File: config.mk
export PLATFORM = sky130hd
export DESIGN_NAME = vector_op_sequencer
export DESIGN_NICKNAME = d
export VERILOG_FILES = /design/src/rtl/vector_op_sequencer.sv
export SDC_FILE = /design/constraint.sdc
export NUM_CORES = 1
export LEC_CHECK = 0
export CAP_MARGIN = 40
export CORE_MARGIN = 4
export CORE_UTILIZATION = 45
export CTS_CLUSTER_DIAMETER = 30
export DETAILED_ROUTE_END_ITERATION = 10
export DONT_BUFFER_PORTS = 1
export HOLD_SLACK_MARGIN = 0.05
export PLACE_DENSITY = 0.64
export SLEW_MARGIN = 20
export SYNTH_ARGS = -nofsm -noshare
export SYNTH_HDL_FRONTEND = slang
export SYNTH_SLANG_ARGS = --single-unit
File: constraint.sdc
create_clock -name clk -period 4.3 [get_ports clk]
set_clock_uncertainty 0.15 [all_clocks]
set_input_delay 0.645 -clock clk [delete_from_list [all_inputs] [get_ports clk]]
set_output_delay 0.645 -clock clk [all_outputs]
set_load 0.02 [all_outputs]
File: src/rtl/vector_op_sequencer.sv
// vector_op_sequencer
// Walks a vector command element by element, emitting a LOAD / EXEC / STORE
// instruction triple per element to an execution engine with a valid/ready
// handshake.
// Optional feature: define SEQ_STALL_CNT_EN to build the stall counter.
// Without it, stall_cnt is tied to zero.
//
// state   | meaning
// --------+-----------------------------------------------------------
// S_IDLE  | waiting for start; outputs quiet
// S_LOAD  | presenting load of a_base+elem_idx
// S_EXEC  | presenting ALU op cmd_op on b_base+elem_idx
// S_STORE | presenting store to dst_base+elem_idx
// S_DONE  | one-cycle completion pulse, then back to S_IDLE
module vector_op_sequencer #(
  parameter logic [2:0] OP_LOAD  = 3'o1,
  parameter logic [2:0] OP_STORE = 3'o2,
  parameter logic [2:0] ALU_REG  = 3'o0
) (
  input  logic       clk,
  input  logic       reset,
  input  logic       start,
  input  logic       abort,
  input  logic [2:0] cmd_op,
  input  logic [2:0] a_base,
  input  logic [2:0] b_base,
  input  logic [2:0] dst_base,
  input  logic [2:0] len,
  input  logic       inst_ready,
  output logic [8:0] inst_out,
  output logic       inst_valid,
  output logic       busy,
  output logic       done,
  output logic [2:0] elem_idx,
  output logic [7:0] stall_cnt
);

  typedef enum logic [2:0] {
    S_IDLE  = 3'd0,
    S_LOAD  = 3'd1,
    S_EXEC  = 3'd2,
    S_STORE = 3'd3,
    S_DONE  = 3'd4
  } state_t;

  state_t     state;
  logic [2:0] op_r;
  logic [2:0] a_r;
  logic [2:0] b_r;
  logic [2:0] dst_r;
  // Index of the final element; len=0 wraps to 7, giving 8 elements.
  logic [2:0] last_r;

  // Sequencer FSM; every output is loaded alongside the state it belongs to.
  always_ff @(posedge clk) begin
    if (reset) begin
      state      <= S_IDLE;
      op_r       <= 3'd0;
      a_r        <= 3'd0;
      b_r        <= 3'd0;
      dst_r      <= 3'd0;
      last_r     <= 3'd0;
      elem_idx   <= 3'd0;
      inst_out   <= 9'o000;
      inst_valid <= 1'b0;
      busy       <= 1'b0;
      done       <= 1'b0;
    end else if (abort) begin
      state      <= S_IDLE;
      inst_out   <= 9'o000;
      inst_valid <= 1'b0;
      busy       <= 1'b0;
      done       <= 1'b0;
    end else begin
      case (state)
        S_IDLE: begin
          if (start) begin
            op_r       <= cmd_op;
            a_r        <= a_base;
            b_r        <= b_base;
            dst_r      <= dst_base;
            last_r     <= len - 3'd1;
            elem_idx   <= 3'd0;
            state      <= S_LOAD;
            inst_valid <= 1'b1;
            busy       <= 1'b1;
            inst_out   <= {OP_LOAD, a_base, ALU_REG};
          end
        end
        S_LOAD: begin
          if (inst_ready) begin
            state    <= S_EXEC;
            inst_out <= {op_r, b_r + elem_idx, ALU_REG};
          end
        end
        S_EXEC: begin
          if (inst_ready) begin
            state    <= S_STORE;
            inst_out <= {OP_STORE, dst_r + elem_idx, ALU_REG};
          end
        end
        S_STORE: begin
          if (inst_ready) begin
            if (elem_idx == last_r) begin
              state      <= S_DONE;
              inst_valid <= 1'b0;
              inst_out   <= 9'o000;
              done       <= 1'b1;
            end else begin
              state    <= S_LOAD;
              elem_idx <= elem_idx + 3'd1;
              inst_out <= {OP_LOAD, a_r + elem_idx + 3'd1, ALU_REG};
            end
          end
        end
        S_DONE: begin
          state <= S_IDLE;
          done  <= 1'b0;
          busy  <= 1'b0;
        end
        default: begin
          state      <= S_IDLE;
          inst_out   <= 9'o000;
          inst_valid <= 1'b0;
          busy       <= 1'b0;
          done       <= 1'b0;
        end
      endcase
    end
  end

`ifdef SEQ_STALL_CNT_EN
  // Saturating count of cycles an instruction waited on the engine.
  always_ff @(posedge clk) begin
    if (reset) begin
      stall_cnt <= 8'h00;
    end else if (state == S_IDLE && start && !abort) begin
      stall_cnt <= 8'h00;
    end else if (inst_valid && !inst_ready && stall_cnt != 8'hFF) begin
      stall_cnt <= stall_cnt + 8'd1;
    end
  end
`else
  assign stall_cnt = 8'h00;
`endif

endmodule

======== Word-level counts from Yosys, hierarchy flattened ========
Cells that the tools add are included.
storage, ports and cells
  register bits after elaboration ......... 33
  input bits .............................. 20
  output and inout bits ................... 23
  word-level logic and storage cells ...... 70
cells by class
  $add $sub $neg .......................... 6
  equality and inequality tests ........... 11
  muxes and demuxes ....................... 24
  bitwise logic cells ..................... 5
  reduce and logical (&&, ||, !) cells .... 13
operators with widths
  cell                   count
  $pmux W9 S5            1
  $mux W9                4
  $mux W3                8
  $ne A2 B2 Y1 const B   6
  $pmux W3 S4            1
  $reduce_and A5 Y1      2
  $add A3 B3 Y3          3
  $reduce_or A3 Y1       3
  $reduce_and A4 Y1      2
  $mux W7                1
  $add A3 B1 Y3 const B  2
  $eq A3 B2 Y1 const B   2
  $pmux W3 S2            1
  $reduce_and A3 Y1      2
  $mux W1                5
  $not A1 Y1             5
  $pmux W1 S2            2
  $eq A3 B1 Y1 const B   1
  $eq A3 B3 Y1           1
  $eq A3 B3 Y1 const B   1
  $logic_not A3 Y1       1
  $pmux W1 S3            1
  $sub A3 B1 Y3 const B  1
  $reduce_and A2 Y1      1
  2 further kinds        2

======== Logic depth before layout (Yosys ltp) ========
  word-level depth ........................ 5
  mapped depth ............................ 11
  gate-level depth less buffers ........... 10

======== Least setup slack after synthesis ========
Ideal clock, no wire load.
  path kind ............................... register -> register
  start ................................... register state[0]
  end ..................................... register inst_out[4]
  setup time .............................. 0.078 ns
  data arrival time ....................... 2.369 ns
  data required time ...................... 4.072 ns
  path slack .............................. 1.703 ns
  cell stages (with the launch flop) ...... 12
  path buffers ............................ 1
  period minus slack after synthesis ...... 2.597 ns
  cell sequence ........................... dfxtp_1 -> buf_2 -> nand2b_1 -> nor2_1 -> mux2_2 -> ha_1 -> inv_1 -> fa_1 -> and2_1 -> o32ai_1 -> a221oi_1 -> nor3_1
between the ends
  cells in the longest elaborated chain, start to end .. 3
  elaborated cells between the ends (all ways) .. 12
  those cells by class .................... 8 x eq/ne; 1 x mux; 1 x bitwise; 2 x reduce/logical
RTL lines
  item                                                         line  RTL
  start: declaration                                           46    state_t state;
  start signal: assignment                                     57    state <= S_IDLE;
  start signal: assignment                                     69    state <= S_IDLE;
  start signal: assignment                                     84    state <= S_LOAD;
  $eq A3 B1 Y1, or another cell as far along                   75    case (state)
  $ne A2 B2 Y1 (no line) / $not A1 Y1 (equally long branches)  -
  $reduce_and A5 Y1 (no line)                                  -
  end signal: assignment                                       87    inst_out <= {OP_LOAD, a_base, ALU_REG};
  end signal: assignment                                       93    inst_out <= {op_r, b_r + elem_idx, ALU_REG};
  end signal: assignment                                       99    inst_out <= {OP_STORE, dst_r + elem_idx, ALU_REG};
  end: declaration                                             30    output logic [8:0] inst_out,
Several ways; a longest one is shown, not always the timed one.
A chain may end at the register's enable or synchronous reset.

======== Worst setup path after layout ========
  start ................................... register state[1]
  end ..................................... register inst_out[4]
Same word-level chain as after synthesis.

==> impl_metrics.py <==
metrics = {
    "layout": {
        "area_growth_pct": 1.56,
        "seq_area_sq_um": 601,
        "multiInputGateArea_sq_um": 918,
        "finalNonFillerCells": 245,
        "fillers": 345,
        "drive_above_1_share_pct": 6.03,
        "fin_nets": 225,
        "diodes": 0,
    },
    "placement": {
        "port_buffers": 0,
        "dp_cells": 238,
        "place_congestion": 0.919,
        "place_hpwl_mm": 2.82,
        "place_ws_ns": 1.18,
    },
    "clock_tree": {
        "cts_root_buf": "clkbuf_8",
        "cts_hold_buf": 0,
        "clock-sinks": 30,
        "clk_pin_slew_worst_paths_ns": 0.06,
        "cts-resized-gates": 0,
        "cts_buffers": 5,
        "postCtsSetupRepairBufs": 0,
        "h-tree-depth": 2,
        "cts_tree": "yes",
        "clk_latency_ns": 0.28,
        "clock_path_buffers": 2,
    },
    "grt": {
        "grtUsageTotal_pct": 15.9,
        "grt_pass1_vias": 1409,
        "grt_pass1_wl_mm": 6.15,
        "antenna_found_initial": 0,
        "overflow": 0,
        "grt_max_degree": 24,
    },
    "timing": {
        "max_freq_ghz": 0.315,
        "setup_tns_ns": 0,
        "rsz0062_at_grt": "false",
        "fin_crit_ns": 3.17,
        "setup_viol_count_final": 0,
        "drv_slew": 0,
        "worstMarginPinSlew_ns": 0.887,
        "setup_slack_ns": 1.13,
        "finalHoldViolCount": 0,
        "slew_headroom_pct": 40.5,
        "timing.hold.ws_ns": 0.279,
        "fin_crit_sh_pct": 73.7,
    },
    "pwr": {
        "leakage_nw": 0.632,
        "peakVddDrop_v": 0.000163,
        "finalPower_uw": 574,
        "p_per_area_nw_per_um2": 335,
    },
    "worst_setup_path": {
        "required_ns": 4.35,
        "worstPathArrival_ns": 3.22,
        "start_kind": "flop",
        "worstPathMaxFanout": 17,
        "worstSetupEndpointType": "flop",
        "critPathKind": "flop to flop",
    },
    "logic_synthesis": {
        "yosysUniqueCellTypes": 48,
        "synthesis.area_sq_um": 1690,
        "synth_cells": 206,
        "ys_ff_latch": 30,
        "synth_top_area_share_pct": 35.6,
        "synth_edf_count": 0,
        "seq_area_frac_synth_pct": 35.6,
        "synth_top_area_cell": "dfxtp_1",
        "async_flop_share_pct": 0,
        "ys_top_cells_by_area": "dfxtp_1 (36%), nand2_1 (6.7%), a21oi_1 (5.6%)",
        "synth_ff_type": "dfxtp_1",
        "synth.avg_cell_area_sq_um": 8.19,
        "yosys_warnings": 0,
    },
    "floorplan": {
        "fp.coreArea_sq_um": 3470,
        "initial_core_util_pct": 48.6,
        "dieArea_sq_um": 4790,
        "die_x_um": 69.2,
        "ios": 43,
        "std_cell_rows": 21,
        "die_h_um": 69.2,
    },
    "drt": {
        "vias": 1363,
        "drc_errors": 0,
        "routed_wl_mm": 3.64,
        "wl_per_cell_um": 14.9,
        "vias_per_cell": 5.56,
        "drt_first_pass_iters": 4,
        "detail-route-antenna-nets": 0,
        "drt-initial-drc-count": 93,
    },
    "worst_hold_path": {
        "hp-class": "primary input to flop",
    },
    "job": {
        "drv_cap": 0,
    },
    "status": {
        "status": "finished, final reports clean",
    },
}
==> path summary, 6_finish.rpt <==
check                        startpoint                        to  slack [ns]  cells past startpoint
setup / recovery  state[1]$_SDFFE_PP0P_  inst_out[4]$_SDFFE_PP0P_        1.13                     10
hold / removal                    reset    last_r[2]$_SDFFE_PP0P_        0.28                      1
setup reg to reg  state[1]$_SDFFE_PP0P_  inst_out[4]$_SDFFE_PP0P_        1.13                     10
hold reg to reg    op_r[0]$_SDFFE_PP0P_      op_r[0]$_SDFFE_PP0P_        0.30                      2
==> critical path, cell delays in order (launching register included) <==
cell      delay [ns]
dfxtp_1         0.68
nand2b_1        0.28
nor2_1          0.25
mux2_2          0.36
ha_1            0.17
inv_1           0.06
fa_1            0.43
and2_1          0.18
o32ai_1         0.25
a221oi_1        0.08
nor3_1          0.20
==> synth_stat cells, types with 2 or more instances <==
master and number:
a211oi_1 3, a21boi_1 2, a21oi_1 19, a221oi_1 2, a31oi_1 2, a32o_1 2
buf_2 4, buf_4 12, clkbuf_1 7, dfxtp_1 30, fa_1 2, ha_1 4
inv_1 14, mux2_2 3, mux2i_1 4, nand2_1 30, nand2b_1 3, nand3_1 3
nor2_1 14, nor3_1 8, nor3b_1 2, o21ai_0 4, o22ai_1 3, xnor2_1 4
xor2_1 2
==> per-layer routing <==
layer,up-vias,share of wire (%),GRT usage [%]
li1,667,-,-
met1,640,40,17.5
met2,48,49,27.6
met3,8,8.9,5.36
met4,0,2.0,6.51
met5,-,0,0
==> where the power goes <==
part / switching (mW) / total [mW] / internal (mW)
clock network: 0.0969 / 0.208 / 0.111
registers: 0.0127 / 0.302 / 0.289
logic: 0.0396 / 0.0642 / 0.0246
==> registers in the layout, indices dropped and copies added (netlist names) <==
| signal | cells |
|---|---|
| a_r | 3 |
| b_r | 3 |
| busy | 1 |
| done | 1 |
| dst_r | 3 |
| elem_idx | 3 |
| inst_out | 6 |
| inst_valid | 1 |
| last_r | 3 |
| op_r | 3 |
| state | 3 |
==> layout make-up <==
type / count / area share, %
Multi-Input combinational cell: 147 / 53.6
Timing Repair Buffer: 1 / 0.438
Clock buffer: 7 / 4.46
Sequential cell: 30 / 35.1
Tap cell: 46 / 3.36
Inverter: 14 / 3.07
==> cells by family after synthesis <==
logic type	after synthesis	share of synthesized area, %
other cells	1	0.222
xor+xnor	7	4.53
mux	7	4.38
fa+ha+maj	6	5.34
flops	30	35.6
compound gates	46	18.0
buf+inv	39	12.2
simple gates	70	19.8
==> per-stage QoR <==
step                area [sq um]  util [%]
floorplan                   1720         -
global placement            1640      47.2
detailed placement          1640      47.2
CTS                         1710      49.4
global route                1710      49.4
finish                      1710      49.4
==> placed cells by master (no fill, tap or decap), types with 3 or more instances in the layout <==
cell / Yosys / routed
a211oi_1: 3 / 3
a21oi_1: 19 / 19
clkbuf_8: 0 / 5
conb_1: 1 / 11
dfxtp_1: 30 / 30
ha_1: 4 / 4
inv_1: 14 / 14
mux2_2: 3 / 3
mux2i_1: 4 / 4
nand2_1: 30 / 30
nand2b_1: 3 / 3
nand3_1: 3 / 3
nor2_1: 14 / 14
nor3_1: 8 / 8
o21ai_0: 4 / 4
o22ai_1: 3 / 3
xnor2_1: 4 / 4
No activity file was read; power rests on OpenSTA's default activity.
==> RTL change: new RTL, config.mk and constraints unchanged <==
Change the parameter `ALU_REG` from 3'o0 to 1.
--- a/src/rtl/vector_op_sequencer.sv
+++ b/src/rtl/vector_op_sequencer.sv
@@ -16,5 +16,5 @@
   parameter logic [2:0] OP_LOAD  = 3'o1,
   parameter logic [2:0] OP_STORE = 3'o2,
-  parameter logic [2:0] ALU_REG  = 3'o0
+  parameter logic [2:0] ALU_REG  = 1
 ) (
   input  logic       clk,
Behaviour: not the same (a bounded check fails within 4 cycles, from zero or initial values and one cycle with reset high).
==> RTL change against the unedited design <==
Setup slack improved by 0.11 ns; sequential cell count up 1; synthesized area about the same; wire length up 0.14%; final area up 1.5%; hold slack lost 0.0074 ns; total power increased by 4.2%.
==> RTL change: results (changes against the unedited design) <==
Outcome:
- The run finished with clean final reports.

Timing:
- The setup total negative slack came to 0 ns (unchanged).
- The transition time of the tightest slew-check pin is 0.696 ns (-0.191 ns).

Clock tree:
- The TritonCTS buffer count was 5 (unchanged).
- The maximum buffer depth of the clock tree came to 2 (unchanged).
- The number of cells upsized or downsized after cts is 0 (unchanged).
- The clock transition at the register clock pins on the worst setup and hold paths after CTS is 0.07 ns.
- The clock latency of the later-clocked register in the worst-skew pair is 0.29 ns.
- The level count of the clock H-tree is 2 (unchanged).

Cells and area:
- The number of inserted filler cells in the final layout is 349 (+1.2%).
- The final cell count without fillers is 240 (-2.0%).
- The fraction of final layout cells sized beyond drive strength 1 is 7.73% (+1.7 points).
- The flip-flop count of the largest register, all copies and words added is 7 (+1).
- The number of nets in the layout is 219 (-2.7%).

Setup path:
- The maximum net fanout on the critical path is 16 (-1).
- The highest cell delay on the worst timing path is 0.63 ns (-0.05 ns).
- The path depth of the worst reg2reg path is 7 (-3).
- The kind of cell with the highest combined delay along the critical path is adder cells.
- The worst register-to-register path ends at inst_out[4].
- The worst-case register-to-register setup slack is 1.24 ns (+0.11 ns).
- The signal arrival time at the worst endpoint is 3.10 ns (-0.12 ns).
- The nature of the critical path startpoint is a flop.

GRT:
- The via count of the first global-routing pass is 1380 (-2.1%).
- The global-route wire length before repair is 6500 um (+5.6%).
- The total global-route track usage is 16.9% (+1.1 points).
- The maximum number of pins on one net before global-route repair is 21 (-13%).
- The leftover overflow at the end of global routing came to 0 (unchanged).
- The number of antenna violations at the first check in global routing was 0 (unchanged).

Logic synthesis:
- The portion of netlist area occupied by mux cells was 4.30% (-0.077 points).
- The adder-cell area share of the yosys netlist is 5.34% (about the same).
- The synthesized-area fraction occupied by ao, oa, aoi and oai cells is 17.6% (-0.31 points).
- The parity-gate share of the synthesized area counting xor and xnor cells was 4.60% (+0.071 points).
- After synthesis, the most frequently instantiated cells are dfxtp_1, nand2_1, a21oi_1, nor2_1, buf_4.
- Sorting the synthesized cells by area gives the leading types as dfxtp_1, nand2_1, a21oi_1, buf_4, ha_1.
- The share of the yosys chip area belonging to registers is 36.8% (+1.2 points).
- The unique cell type count in the Yosys netlist came to 53 (+10%).
- The number of synthesis warnings was 0 (unchanged).
- The synthesized instance count is 196 (-4.9%).

Place:
- The number of cells in the design after placement is 232 (-2.5%).
- The weighted congestion at the end of routability-driven global placement is 0.854 (-7.0%).
- The count of buffers from port buffering was 0 (unchanged).
- The estimated wirelength of the detail-placed design is 2810 um (-0.35%).

Min path:
- The startpoint identified for the worst hold timing path is reset.
- The number of cells on the worst hold path is 1 (unchanged).
- The endpoint of the worst hold path is elem_idx[1].
- The tightest min-delay check is of the primary input to flop type.

Pwr:
- The leakage dissipation came to 0.644 nW (+1.9%).
- The worst-case vdd ir drop is 0.193 mV (+19%).

Drt:
- The violation count after the first detailed-routing iteration is 101 (+8.6%).
- The average detailed-routed wire length per instance was 15.2 um (+2.2%).
- The routed via count divided by cell count is 5.50 (-1.2%).
- The first-pass iteration count of the detailed router is 4 (unchanged).
RTL change: changes by cell type in the layout (fill, tap and decap cells not counted), moves of 3 or more:
| cell | change |
|---|---|
| nor3_1 | -4 |
| o22ai_1 | -3 |
| a21oi_1 | -3 |
| nor2_1 | -3 |
| inv_1 | -6 |
RTL change: per-layer routing:
layer	GRT usage, %	part of all wire (%)	up-vias
met3	6.96	7.6	6
met1	19.5	44	610
met2	27.1	47	47
met5	0	0	-
li1	-	-	656
met4	8.03	1.7	0
RTL change: how the worst max path moves through the flow:
| stage | endpoint | depth (start not counted) |
|---|---|---|
| 3_5_place_dp | inst_out[4] | 7 |
| 3_3_place_gp | inst_out[4] | 7 |
| 5_1_grt | inst_out[5] | 8 |
| 2_1_floorplan | inst_out[5] | 9 |
| 6_report | inst_out[4] | 7 |
| 4_1_cts | inst_out[5] | 8 |
RTL change: cell type report:
| type | instances | area [sq um] | area share (%) |
|---|---|---|---|
| Clock buffer | 7 | 76.3 | 4.39 |
| Clock inverter | 1 | 5.00 | 0.288 |
| Inverter | 8 | 30.0 | 1.73 |
| Multi-Input combinational cell | 147 | 950 | 54.6 |
| Sequential cell | 31 | 621 | 35.7 |
| Tap cell | 46 | 57.6 | 3.31 |
RTL change: stage by stage:
step           hold WS, ns  worst slack (ns)  instance area [sq um]  util [%]
2_1_floorplan        0.282              1.65                   1720         -
3_3_place_gp         0.290              1.44                   1660      47.8
3_5_place_dp         0.294              1.24                   1660      47.8
4_1_cts              0.263              1.23                   1740      50.1
5_1_grt              0.256              1.04                   1740      50.1
6_report             0.272              1.24                   1740      50.1
RTL change: report_power, final:
group / internal, mW / total, mW / switching, mW
combinational: 0.0240 / 0.0634 / 0.0394
sequential: 0.299 / 0.313 / 0.0143
clock: 0.113 / 0.221 / 0.108
total: 0.436 / 0.598 / 0.162
